## config.mk

```make
export PLATFORM = sky130hd
export DESIGN_NAME = rob_commit_unit_flat
export DESIGN_NICKNAME = d
export VERILOG_FILES = /design/src/rtl/rob_commit_unit_if.sv /design/src/rtl/rob_commit_unit.sv /design/src/flat_wrapper.sv
export SDC_FILE = /design/constraint.sdc
export NUM_CORES = 1
export LEC_CHECK = 0
export ABC_AREA = 0
export CORE_MARGIN = 10
export CORE_UTILIZATION = 55
export DETAILED_ROUTE_END_ITERATION = 12
export MAX_ROUTING_LAYER = met4
export PLACE_DENSITY = 0.74
export SETUP_SLACK_MARGIN = 0.2
export SYNTH_ARGS = -nofsm -noshare
export SYNTH_HDL_FRONTEND = slang
export SYNTH_SLANG_ARGS = --single-unit
```

## constraint.sdc

```tcl
create_clock -name clk_in -period 9.3 [get_ports clk_in]
set_clock_uncertainty 0.2 [all_clocks]
set_input_delay 2.79 -clock clk_in [delete_from_list [all_inputs] [get_ports clk_in]]
set_output_delay 2.79 -clock clk_in [all_outputs]
set_load 0.02 [all_outputs]
```

## src/rtl/rob_commit_unit_if.sv

```systemverilog
// Rename/commit bus between the reorder buffer and its neighbours.
// Groups the issue, rename, CDB, operand-query and commit signals.
// The master modport is the reorder buffer; the slave modport is the environment.
interface rob_commit_unit_if #(
  parameter int unsigned REG_ADDR_WIDTH = 5,
  parameter int unsigned Q_WIDTH        = 5
);

  // Issue and rename
  logic                      issue_valid;
  logic                      issue_has_rd;
  logic [REG_ADDR_WIDTH-1:0] issue_rd;
  logic [Q_WIDTH-1:0]        issue_tag;
  logic                      rob_full;
  logic                      rd_control;
  logic [REG_ADDR_WIDTH-1:0] rd;
  logic [Q_WIDTH-1:0]        Q_value;

  // Common data bus
  logic                      cdb_valid;
  logic [Q_WIDTH-1:0]        cdb_tag;
  logic [31:0]               cdb_value;

  // Operand readiness queries
  logic [Q_WIDTH-1:0]        query_q1;
  logic [Q_WIDTH-1:0]        query_q2;
  logic                      q1_ready;
  logic                      q2_ready;
  logic [31:0]               q1_value;
  logic [31:0]               q2_value;

  // In-order commit to the register file
  logic                      has_commit;
  logic [REG_ADDR_WIDTH-1:0] commit_target;
  logic [Q_WIDTH-1:0]        Commit_Q;
  logic [31:0]               Commit_V;

  modport master (
    input  issue_valid, issue_has_rd, issue_rd,
    input  cdb_valid, cdb_tag, cdb_value,
    input  query_q1, query_q2,
    output issue_tag, rob_full, rd_control, rd, Q_value,
    output q1_ready, q2_ready, q1_value, q2_value,
    output has_commit, commit_target, Commit_Q, Commit_V
  );

  modport slave (
    output issue_valid, issue_has_rd, issue_rd,
    output cdb_valid, cdb_tag, cdb_value,
    output query_q1, query_q2,
    input  issue_tag, rob_full, rd_control, rd, Q_value,
    input  q1_ready, q2_ready, q1_value, q2_value,
    input  has_commit, commit_target, Commit_Q, Commit_V
  );

endinterface

```

## src/rtl/rob_commit_unit.sv

```systemverilog
// Reorder buffer: allocates tags at issue, drives rename requests, captures CDB
// results, answers operand queries and retires entries strictly in order.
// Optional macro ROB_BYPASS_EN: operand queries also hit the same-cycle CDB broadcast.
// Tag encoding: tag = entry index + 1, tag 0 means "no producer".
module rob_commit_unit #(
  parameter int unsigned DEPTH          = 16,
  parameter int unsigned PTR_WIDTH      = 4,
  parameter int unsigned REG_ADDR_WIDTH = 5,
  parameter int unsigned Q_WIDTH        = 5
) (
  input logic              clk_in,
  input logic              rst_n_in,
  input logic              rdy_in,
  input logic              flush_in,
  rob_commit_unit_if.master bus
);

  localparam logic [PTR_WIDTH:0] CountFull = (PTR_WIDTH + 1)'(DEPTH);
  localparam logic [Q_WIDTH-1:0] TagMax    = Q_WIDTH'(DEPTH);

  // Entry state: control bits reset, payload does not need to
  logic [DEPTH-1:0]          valid_q;
  logic [DEPTH-1:0]          ready_q;
  logic [DEPTH-1:0]          has_rd_q;
  logic [REG_ADDR_WIDTH-1:0] rd_q    [DEPTH];
  logic [31:0]               value_q [DEPTH];

  logic [PTR_WIDTH-1:0] head_q, head_d;
  logic [PTR_WIDTH-1:0] tail_q, tail_d;
  logic [PTR_WIDTH:0]   count_q, count_d;

  logic                 rob_full;
  logic                 issue_ok;
  logic                 issue_fire;
  logic                 commit_fire;
  logic [PTR_WIDTH-1:0] cdb_idx;
  logic                 cdb_hit;

  // Returns {ready, value} for an operand tag
  function automatic logic [32:0] lookup(input logic [Q_WIDTH-1:0] tag);
    logic [PTR_WIDTH-1:0] idx;
    logic [32:0]          res;
    idx = PTR_WIDTH'(tag - Q_WIDTH'(1));
    if (tag == '0) begin
      res = {1'b1, 32'h0};
    end else if (tag > TagMax) begin
      res = '0;
    end else begin
      res = {valid_q[idx] & ready_q[idx], value_q[idx]};
    end
`ifdef ROB_BYPASS_EN
    if ((tag != '0) && bus.cdb_valid && (bus.cdb_tag == tag)) begin
      res = {1'b1, bus.cdb_value};
    end
`endif
    return res;
  endfunction

  // Issue acceptance, rename request and CDB/commit qualification
  always_comb begin
    rob_full       = (count_q == CountFull);
    issue_ok       = bus.issue_valid & ~rob_full & ~flush_in;
    issue_fire     = issue_ok & rdy_in;
    bus.rob_full   = rob_full;
    bus.issue_tag  = Q_WIDTH'(tail_q) + Q_WIDTH'(1);
    bus.Q_value    = Q_WIDTH'(tail_q) + Q_WIDTH'(1);
    bus.rd         = bus.issue_rd;
    bus.rd_control = issue_ok & bus.issue_has_rd & (bus.issue_rd != '0);
    cdb_idx        = PTR_WIDTH'(bus.cdb_tag - Q_WIDTH'(1));
    // Out-of-range or zero tags and stale (invalid) entries are ignored
    cdb_hit        = bus.cdb_valid & (bus.cdb_tag != '0) & (bus.cdb_tag <= TagMax) &
                     valid_q[cdb_idx];
    commit_fire    = valid_q[head_q] & ready_q[head_q];
  end

  // Operand queries from the register file
  always_comb begin
    {bus.q1_ready, bus.q1_value} = lookup(bus.query_q1);
    {bus.q2_ready, bus.q2_value} = lookup(bus.query_q2);
  end

  // Pointer and occupancy next state
  always_comb begin
    head_d  = head_q;
    tail_d  = tail_q;
    count_d = count_q;
    if (issue_fire) begin
      tail_d = tail_q + PTR_WIDTH'(1);
    end
    if (commit_fire) begin
      head_d = head_q + PTR_WIDTH'(1);
    end
    case ({issue_fire, commit_fire})
      2'b10:   count_d = count_q + 1'b1;
      2'b01:   count_d = count_q - 1'b1;
      default: count_d = count_q;
    endcase
  end

  // Pointers and entry control bits; flush wins over issue, CDB and commit
  always_ff @(posedge clk_in or negedge rst_n_in) begin
    if (!rst_n_in) begin
      head_q  <= '0;
      tail_q  <= '0;
      count_q <= '0;
      valid_q <= '0;
      ready_q <= '0;
    end else if (rdy_in) begin
      if (flush_in) begin
        head_q  <= '0;
        tail_q  <= '0;
        count_q <= '0;
        valid_q <= '0;
        ready_q <= '0;
      end else begin
        head_q  <= head_d;
        tail_q  <= tail_d;
        count_q <= count_d;
        // Issue targets an invalid slot, commit a valid one, so they never collide
        if (issue_fire) begin
          valid_q[tail_q] <= 1'b1;
          ready_q[tail_q] <= 1'b0;
        end
        if (cdb_hit) begin
          ready_q[cdb_idx] <= 1'b1;
        end
        if (commit_fire) begin
          valid_q[head_q] <= 1'b0;
        end
      end
    end
  end

  // Entry payload: destination info at issue, result value on CDB capture
  always_ff @(posedge clk_in) begin
    if (rdy_in && !flush_in) begin
      if (issue_fire) begin
        has_rd_q[tail_q] <= bus.issue_has_rd;
        rd_q[tail_q]     <= bus.issue_rd;
      end
      if (cdb_hit) begin
        value_q[cdb_idx] <= bus.cdb_value;
      end
    end
  end

  // Registered commit port; has_commit is a one-cycle pulse per retire
  always_ff @(posedge clk_in or negedge rst_n_in) begin
    if (!rst_n_in) begin
      bus.has_commit    <= 1'b0;
      bus.commit_target <= '0;
      bus.Commit_Q      <= '0;
      bus.Commit_V      <= '0;
    end else if (rdy_in) begin
      if (flush_in) begin
        bus.has_commit <= 1'b0;
      end else begin
        bus.has_commit <= commit_fire & has_rd_q[head_q] & (rd_q[head_q] != '0);
        if (commit_fire) begin
          bus.commit_target <= rd_q[head_q];
          bus.Commit_Q      <= Q_WIDTH'(head_q) + Q_WIDTH'(1);
          bus.Commit_V      <= value_q[head_q];
        end
      end
    end
  end

endmodule
```

## src/flat_wrapper.sv

```systemverilog
// flat-port wrapper written by rule: the top's interface ports become plain ports
module rob_commit_unit_flat 
#(
  parameter int unsigned DEPTH          = 16,
  parameter int unsigned PTR_WIDTH      = 4,
  parameter int unsigned REG_ADDR_WIDTH = 5,
  parameter int unsigned Q_WIDTH        = 5
)
  (clk_in, rst_n_in, rdy_in, flush_in, bus_issue_valid, bus_issue_has_rd, bus_issue_rd, bus_cdb_valid, bus_cdb_tag, bus_cdb_value, bus_query_q1, bus_query_q2, bus_issue_tag, bus_rob_full, bus_rd_control, bus_rd, bus_Q_value, bus_q1_ready, bus_q2_ready, bus_q1_value, bus_q2_value, bus_has_commit, bus_commit_target, bus_Commit_Q, bus_Commit_V);
  rob_commit_unit_if #(.REG_ADDR_WIDTH(REG_ADDR_WIDTH), .Q_WIDTH(Q_WIDTH)) bus_i ();
  input logic clk_in;
  input logic rst_n_in;
  input logic rdy_in;
  input logic flush_in;
  input wire logic [$bits(bus_i.issue_valid)-1:0] bus_issue_valid;
  input wire logic [$bits(bus_i.issue_has_rd)-1:0] bus_issue_has_rd;
  input wire logic [$bits(bus_i.issue_rd)-1:0] bus_issue_rd;
  input wire logic [$bits(bus_i.cdb_valid)-1:0] bus_cdb_valid;
  input wire logic [$bits(bus_i.cdb_tag)-1:0] bus_cdb_tag;
  input wire logic [$bits(bus_i.cdb_value)-1:0] bus_cdb_value;
  input wire logic [$bits(bus_i.query_q1)-1:0] bus_query_q1;
  input wire logic [$bits(bus_i.query_q2)-1:0] bus_query_q2;
  output wire logic [$bits(bus_i.issue_tag)-1:0] bus_issue_tag;
  output wire logic [$bits(bus_i.rob_full)-1:0] bus_rob_full;
  output wire logic [$bits(bus_i.rd_control)-1:0] bus_rd_control;
  output wire logic [$bits(bus_i.rd)-1:0] bus_rd;
  output wire logic [$bits(bus_i.Q_value)-1:0] bus_Q_value;
  output wire logic [$bits(bus_i.q1_ready)-1:0] bus_q1_ready;
  output wire logic [$bits(bus_i.q2_ready)-1:0] bus_q2_ready;
  output wire logic [$bits(bus_i.q1_value)-1:0] bus_q1_value;
  output wire logic [$bits(bus_i.q2_value)-1:0] bus_q2_value;
  output wire logic [$bits(bus_i.has_commit)-1:0] bus_has_commit;
  output wire logic [$bits(bus_i.commit_target)-1:0] bus_commit_target;
  output wire logic [$bits(bus_i.Commit_Q)-1:0] bus_Commit_Q;
  output wire logic [$bits(bus_i.Commit_V)-1:0] bus_Commit_V;
  assign bus_i.issue_valid = bus_issue_valid;
  assign bus_i.issue_has_rd = bus_issue_has_rd;
  assign bus_i.issue_rd = bus_issue_rd;
  assign bus_i.cdb_valid = bus_cdb_valid;
  assign bus_i.cdb_tag = bus_cdb_tag;
  assign bus_i.cdb_value = bus_cdb_value;
  assign bus_i.query_q1 = bus_query_q1;
  assign bus_i.query_q2 = bus_query_q2;
  assign bus_issue_tag = bus_i.issue_tag;
  assign bus_rob_full = bus_i.rob_full;
  assign bus_rd_control = bus_i.rd_control;
  assign bus_rd = bus_i.rd;
  assign bus_Q_value = bus_i.Q_value;
  assign bus_q1_ready = bus_i.q1_ready;
  assign bus_q2_ready = bus_i.q2_ready;
  assign bus_q1_value = bus_i.q1_value;
  assign bus_q2_value = bus_i.q2_value;
  assign bus_has_commit = bus_i.has_commit;
  assign bus_commit_target = bus_i.commit_target;
  assign bus_Commit_Q = bus_i.Commit_Q;
  assign bus_Commit_V = bus_i.Commit_V;
  rob_commit_unit #(.DEPTH(DEPTH), .PTR_WIDTH(PTR_WIDTH), .REG_ADDR_WIDTH(REG_ADDR_WIDTH), .Q_WIDTH(Q_WIDTH)) u_core (.clk_in(clk_in), .rst_n_in(rst_n_in), .rdy_in(rdy_in), .flush_in(flush_in), .bus(bus_i));
endmodule
```

# --- Word level (Yosys, flattened, before mapping) ---
# Memories as Yosys holds them, arrays and structs flattened. A register that Yosys moved wholly into a read port is not among the register bits.
# Index checks and enable logic that the tools add are counted.
op_classes:
  n_reduce_logical: 19
  n_lt_le_gt_ge: 11
  n_bitwise: 21
  eq_ne: 3
  n_mux: 50
  addsub: 9
ops:
  columns: ["op", "n"]
  rows:
  - ["16-bit 2-to-1 mux", 10]
  - ["33-bit 2-to-1 mux", 4]
  - ["16-bit AND", 2]
  - ["1-bit binary-select mux with 4-bit select", 8]
  - ["16-bit inverter", 2]
  - ["16-bit OR", 2]
  - ["4-bit by 5-bit < comparator with 1-bit output, second input constant", 5]
  - ["1-bit 2-to-1 mux", 18]
  - ["16-bit bitwise mux", 1]
  - ["4-bit 2-to-1 mux", 4]
  - ["5-bit nonzero test", 3]
  - ["1-bit AND", 13]
  - ["1-bit demux with 4-bit select", 3]
  - ["4-bit by 1-bit greater-or-equal comparator with 1-bit output, second input constant", 3]
  - ["4-bit by 1-bit subtractor with 4-bit output, second input constant", 3]
  - ["4-bit by 1-bit adder with 5-bit output, second input constant", 2]
  - ["5-bit > comparator, second input constant", 2]
  - ["5-bit logical NOT", 2]
  - ["5-bit one-hot mux with 2 select lines", 1]
  - ["4-bit by 1-bit adder with 4-bit output, second input constant", 2]
  - ["2-bit AND reduction", 4]
  - ["5-bit by 1-bit adder with 5-bit output, second input constant", 1]
  - ["5-bit equality test, second input constant", 1]
  - ["5-bit <= comparator, second input constant", 1]
  - ["other kinds (10)", 16]
word_totals:
  regBits: 72
  ramBits: 592
  word_cells: 124
  n_memories: 2
  output_inout_bits: 126
  in_bits: 59
mem_list:
  columns: ["name", "words", "width", "rd", "rd_clocked_by_memory_dff", "wr", "line_no", "rtl"]
  rows:
  - ["u_core.value_q", 16, 32, 3, 1, 1, "rob_commit_unit.sv:26", "logic [31:0] value_q [DEPTH];"]
  - ["u_core.rd_q", 16, 5, 1, 0, 1, "rob_commit_unit.sv:25", "logic [REG_ADDR_WIDTH-1:0] rd_q [DEPTH];"]

# --- Longest topological paths before layout ---
logic_depth:
  depth_word: 12
  depth_mapped: 14
  mapped_depth_nobuf: 11

# --- Worst setup path before layout ---
# Ideal clock, no wire load.
synth_timing:
  path_type: "input-to-output"
  from: "in bus_query_q1[0]"
  to: "out bus_q1_value[10]"
  stages: 11
  arrival_time_ns: 5.878
  path_buffers: 6
  setup_slack_ns: 0.432
  t_required_ns: 6.310
  cell_sequence: "buf_2 > buf_2 > buf_2 > inv_1 > ha_1 > clkbuf_1 > clkbuf_1 > clkbuf_1 > mux4_2 > mux2i_1 > a211oi_1"
synth_via:
  elab_chain_len: 4
  word_cells_on_any_way: 6
  classes_between: "1 x add/sub; 1 x order compare; 2 x mux; 1 x reduce/logical; 1 x memory"
synth_lines:
  columns: ["item", "line_no", "rtl"]
  rows:
  - ["from (decl)", "flat_wrapper.sv:21", "input wire logic [$bits(bus_i.query_q1)-1:0] bus_query_q1;"]
  - ["4-bit by 1-bit subtractor with 4-bit output", "rob_commit_unit.sv:43", "idx = PTR_WIDTH'(tag - Q_WIDTH'(1));"]
  - ["memory 16 x 32 bit", null, null]
  - ["33-bit 2-to-1 mux", "rob_commit_unit.sv:46", "end else if (tag > TagMax) begin"]
  - ["33-bit 2-to-1 mux *", "rob_commit_unit.sv:44", "if (tag == '0) begin"]
  - ["to (decl)", "flat_wrapper.sv:30", "output wire logic [$bits(bus_i.q1_value)-1:0] bus_q1_value;"]
# Every way passes the cells marked *; elsewhere a longest branch is shown, timed or not.

# --- Worst setup path after layout ---
layout_timing:
  from: "in bus_query_q1[1]"
  to: "out bus_q1_value[8]"
# Same word-level chain as after synthesis.

==> qor.csv <==
stage,metric,value,unit
outcome,status,"finished, final reports clean",
setup_path,max_stage_delay,1000,ps
setup_path,worstPathRequired,6310,ps
grt,grt_pass1_wl,151000,microns
placement,place_congestion,0.882,
power_and_ir_drop,power,8.78,mW
clock_network,clock_latency,610,ps
timing,fin_crit,8920,ps
cells_and_area,final_nets,2195,
timing,rsz0062_at_grt,false,
clock_network,root_buffer,clkbuf_16,
floorplan,die_height,276,microns
synthesis,yosys_warnings,0,
setup_path,critPathTopFamily,buffers and inverters,
floorplan,dieArea,0.0762,sq mm
cells_and_area,layout_common_cells,"edfxtp_1, mux4_2, clkdlybuf4s50_1",
timing,slew_viol_final,0,
setup_path,worstPathCellList,clkdlybuf4s50_1 -> inv_1 -> ha_1 -> nand2_1 -> xnor2_2 -> buf_4 -> buf_4 -> a211oi_1 -> clkdlybuf4s50_1,
timing,hold_ws,281,ps
synthesis,synth.cell_area,0.0361,sq mm
timing,fmax,0.112,GHz
cells_and_area,drive_gt1_share,33.7,%
floorplan,pin_count,185,
synthesis,synth.distinct_cells,59,
setup_path,crit_buf_inv,5,
job,cap_viol_max_count,0,
synthesis,yosysSeqAreaShare,56.7,%
routing,drt-initial-drc-count,2962,
synthesis,synth_edf_count,608,
setup_path,critPathMaxFanout,10,
synthesis,syn_nets,2026,
setup_path,critPathArrivalTime,5930,ps
synthesis,synth_area_leaders,"edfxtp_1, mux4_2, dfrtp_1, a211oi_1, mux2i_1",
cells_and_area,area_growth,15.7,%
clock_network,cts.repair.resized,0,
timing,tns,0,ps
clock_network,cts_sinks,696,
routing,num_vias,22100,
synthesis,ys.flop_type,edfxtp_1,
cells_and_area,fillers,4404,
routing,drt-wirelength-per-cell,33.2,microns
timing,hold_violations,0,
setup_path,endpoint_kind,primary output,
clock_network,post_cts_buffers,0,
setup_path,worstSetupPathType,input pin to primary output,
synthesis,yosys_register_bits,696,
cells_and_area,mostFrequentLayoutCell,edfxtp_1,
routing,vias_per_cell,7.28,
synthesis,postSynthAreaPerCell,18.5,sq um
timing,worst_pin_slew,1320,ps
power_and_ir_drop,vdd_drop_max,140,uV
clock_network,htree_levels,3,
setup_path,reg2regPathDepth,12,
floorplan,initial_core_util,55.8,%
routing,dr.pass1.iters,8,
clock_network,cts_max_path_buffers,3,
timing,setup_violations,0,
cells_and_area,multi_input_area,0.0150,sq mm
cells_and_area,final_util,64.5,%
synthesis,synthArstFlopShare,12.6,%
power_and_ir_drop,power.leakage,13.5,nW
grt,grt_use_total,26.9,%
grt,grt_max_degree,130,
synthesis,yosys.area.top_type,edfxtp_1,
setup_path,cp_slowest_cell,xnor2_2,
timing,slew_headroom,11.7,%
clock_network,cts_buffers,74,
setup_path,cp_num_cells,9,
floorplan,row_count,93,
hold_path,hold_depth,2,
clock_network,cts.clk_slew.worst_paths,50,ps
grt,grt_pass1_vias,22800,
routing,wl,101000,microns
timing,timing.final.crit_share,95.9,%
placement,placement.io_buffers,184,
synthesis,synth_top_area_share,50.6,%
grt,antenna_found_initial,5,
hold_path,hold_class,register to register,
routing,drc,0,
floorplan,die_w,276,microns
setup_path,worstSetupStartpointType,input pin,
routing,antenna_left,0,
clock_network,cts_tree,done,
cells_and_area,seq_area,0.0205,sq mm
clock_network,cts_hold_buf,0,
placement,dp_hpwl,60800,microns
grt,grt-ovfl-total,0,
synthesis,synthCells,1949,
power_and_ir_drop,p_per_area,211,mW/mm^2
floorplan,core,0.0647,sq mm
per-stage QoR:
step	setup WS [ps]	instances	area [sq um]
4_1_cts	445	3034	41700
2_1_floorplan	432	1949	36100
3_5_place_dp	451	2897	39200
6_report	380	3040	41700
5_1_grt	351	3039	41700
3_3_place_gp	465	2897	39200
cell families after synthesis:
kind of cell             Yosys count  share of synthesized area [%]
AO/OA/AOI/OAI                    254                           5.09
XOR/XNOR                          16                          0.388
flip-flops                       696                           56.7
multiplexers                     567                           31.8
adder cells (fa/ha/maj)           20                          0.680
buffers and inverters            196                           2.36
AND/OR/NAND/NOR                  200                           2.94
cell type report:
class / count / area share, %
well taps: 855 / 2.56
repair buffers: 271 / 6.33
clock inverters: 34 / 0.852
inverters: 18 / 0.162
multi-input cells: 1057 / 35.9
flip-flops and latches: 696 / 49.1
clock buffers: 103 / 5.12
diodes: 6 / 0.0360
power by group:
| part | leakage [nW] | switching, mW | total, mW | internal [mW] |
|---|---|---|---|---|
| sequential | 6.60 | 0.140 | 3.65 | 3.51 |
| combinational | 5.67 | 1.08 | 2.12 | 1.04 |
| clock | 1.21 | 1.21 | 3.01 | 1.80 |
registers in the layout, indices dropped and copies added, names as in the netlist:
signal,cells
u_core.valid_q,16
u_core.bus.Commit_Q,5
u_core.value_q,512
u_core.rd_q,80
u_core.ready_q,16
u_core.bus.has_commit,1
u_core.head_q,4
u_core.has_rd_q,16
u_core.tail_q,4
u_core.bus.Commit_V,32
u_core.count_q,5
u_core.bus.commit_target,5
tightest hold or removal path, cell delays in order (launching register included):
cell,delay (ps)
dfrtp_1,330
nand2_1,40
o21ai_0,60
cells in the mapped netlist, types with 4 or more instances:
library cell,n
mux4_2,460
a21oi_1,11
xnor2_1,12
nand2_1,39
edfxtp_1,608
ha_1,18
inv_1,15
o21ai_0,28
a31oi_1,18
mux2i_1,69
xor2_1,4
o22ai_1,5
nor2b_1,66
clkbuf_1,94
mux2_2,38
nand2b_1,4
a21o_1,17
nor2_1,32
buf_4,11
buf_2,54
nor3_1,17
a211oi_1,128
nand3_1,15
o22a_1,16
dfrtp_1,88
buf_1,18
a22o_1,4
layer usage:
| layer | vias up | track usage [%] | part of all wire [%] |
|---|---|---|---|
| met5 | - | - | 0 |
| met4 | 0 | 9.18 | 3.0 |
| met2 | 1496 | 42.0 | 50 |
| met1 | 11600 | 35.3 | 37 |
| li1 | 8782 | - | - |
| met3 | 225 | 5.17 | 10 |
path summary, 6_finish.rpt:
path | endpoint | slack [ps] | start
worst min register to register | u_core.bus.Commit_Q[3]$_DFFE_PN0P_ | 280 | u_core.bus.Commit_Q[3]$_DFFE_PN0P_
worst min-delay path | u_core.bus.Commit_Q[3]$_DFFE_PN0P_ | 280 | u_core.bus.Commit_Q[3]$_DFFE_PN0P_
max in group asynchronous | u_core.bus.Commit_V[9]$_DFFE_PN0P_ | 5620 | rst_n_in
worst max-delay path | bus_q1_value[8] | 380 | bus_query_q1[1]
worst max register to register | u_core.count_q[4]$_DFFE_PN0P_ | 4410 | u_core.head_q[1]$_DFFE_PN0P_
min in group asynchronous | u_core.bus.Commit_Q[0]$_DFFE_PN0P_ | 2000 | rst_n_in
Power figures use the tool's default switching activity.
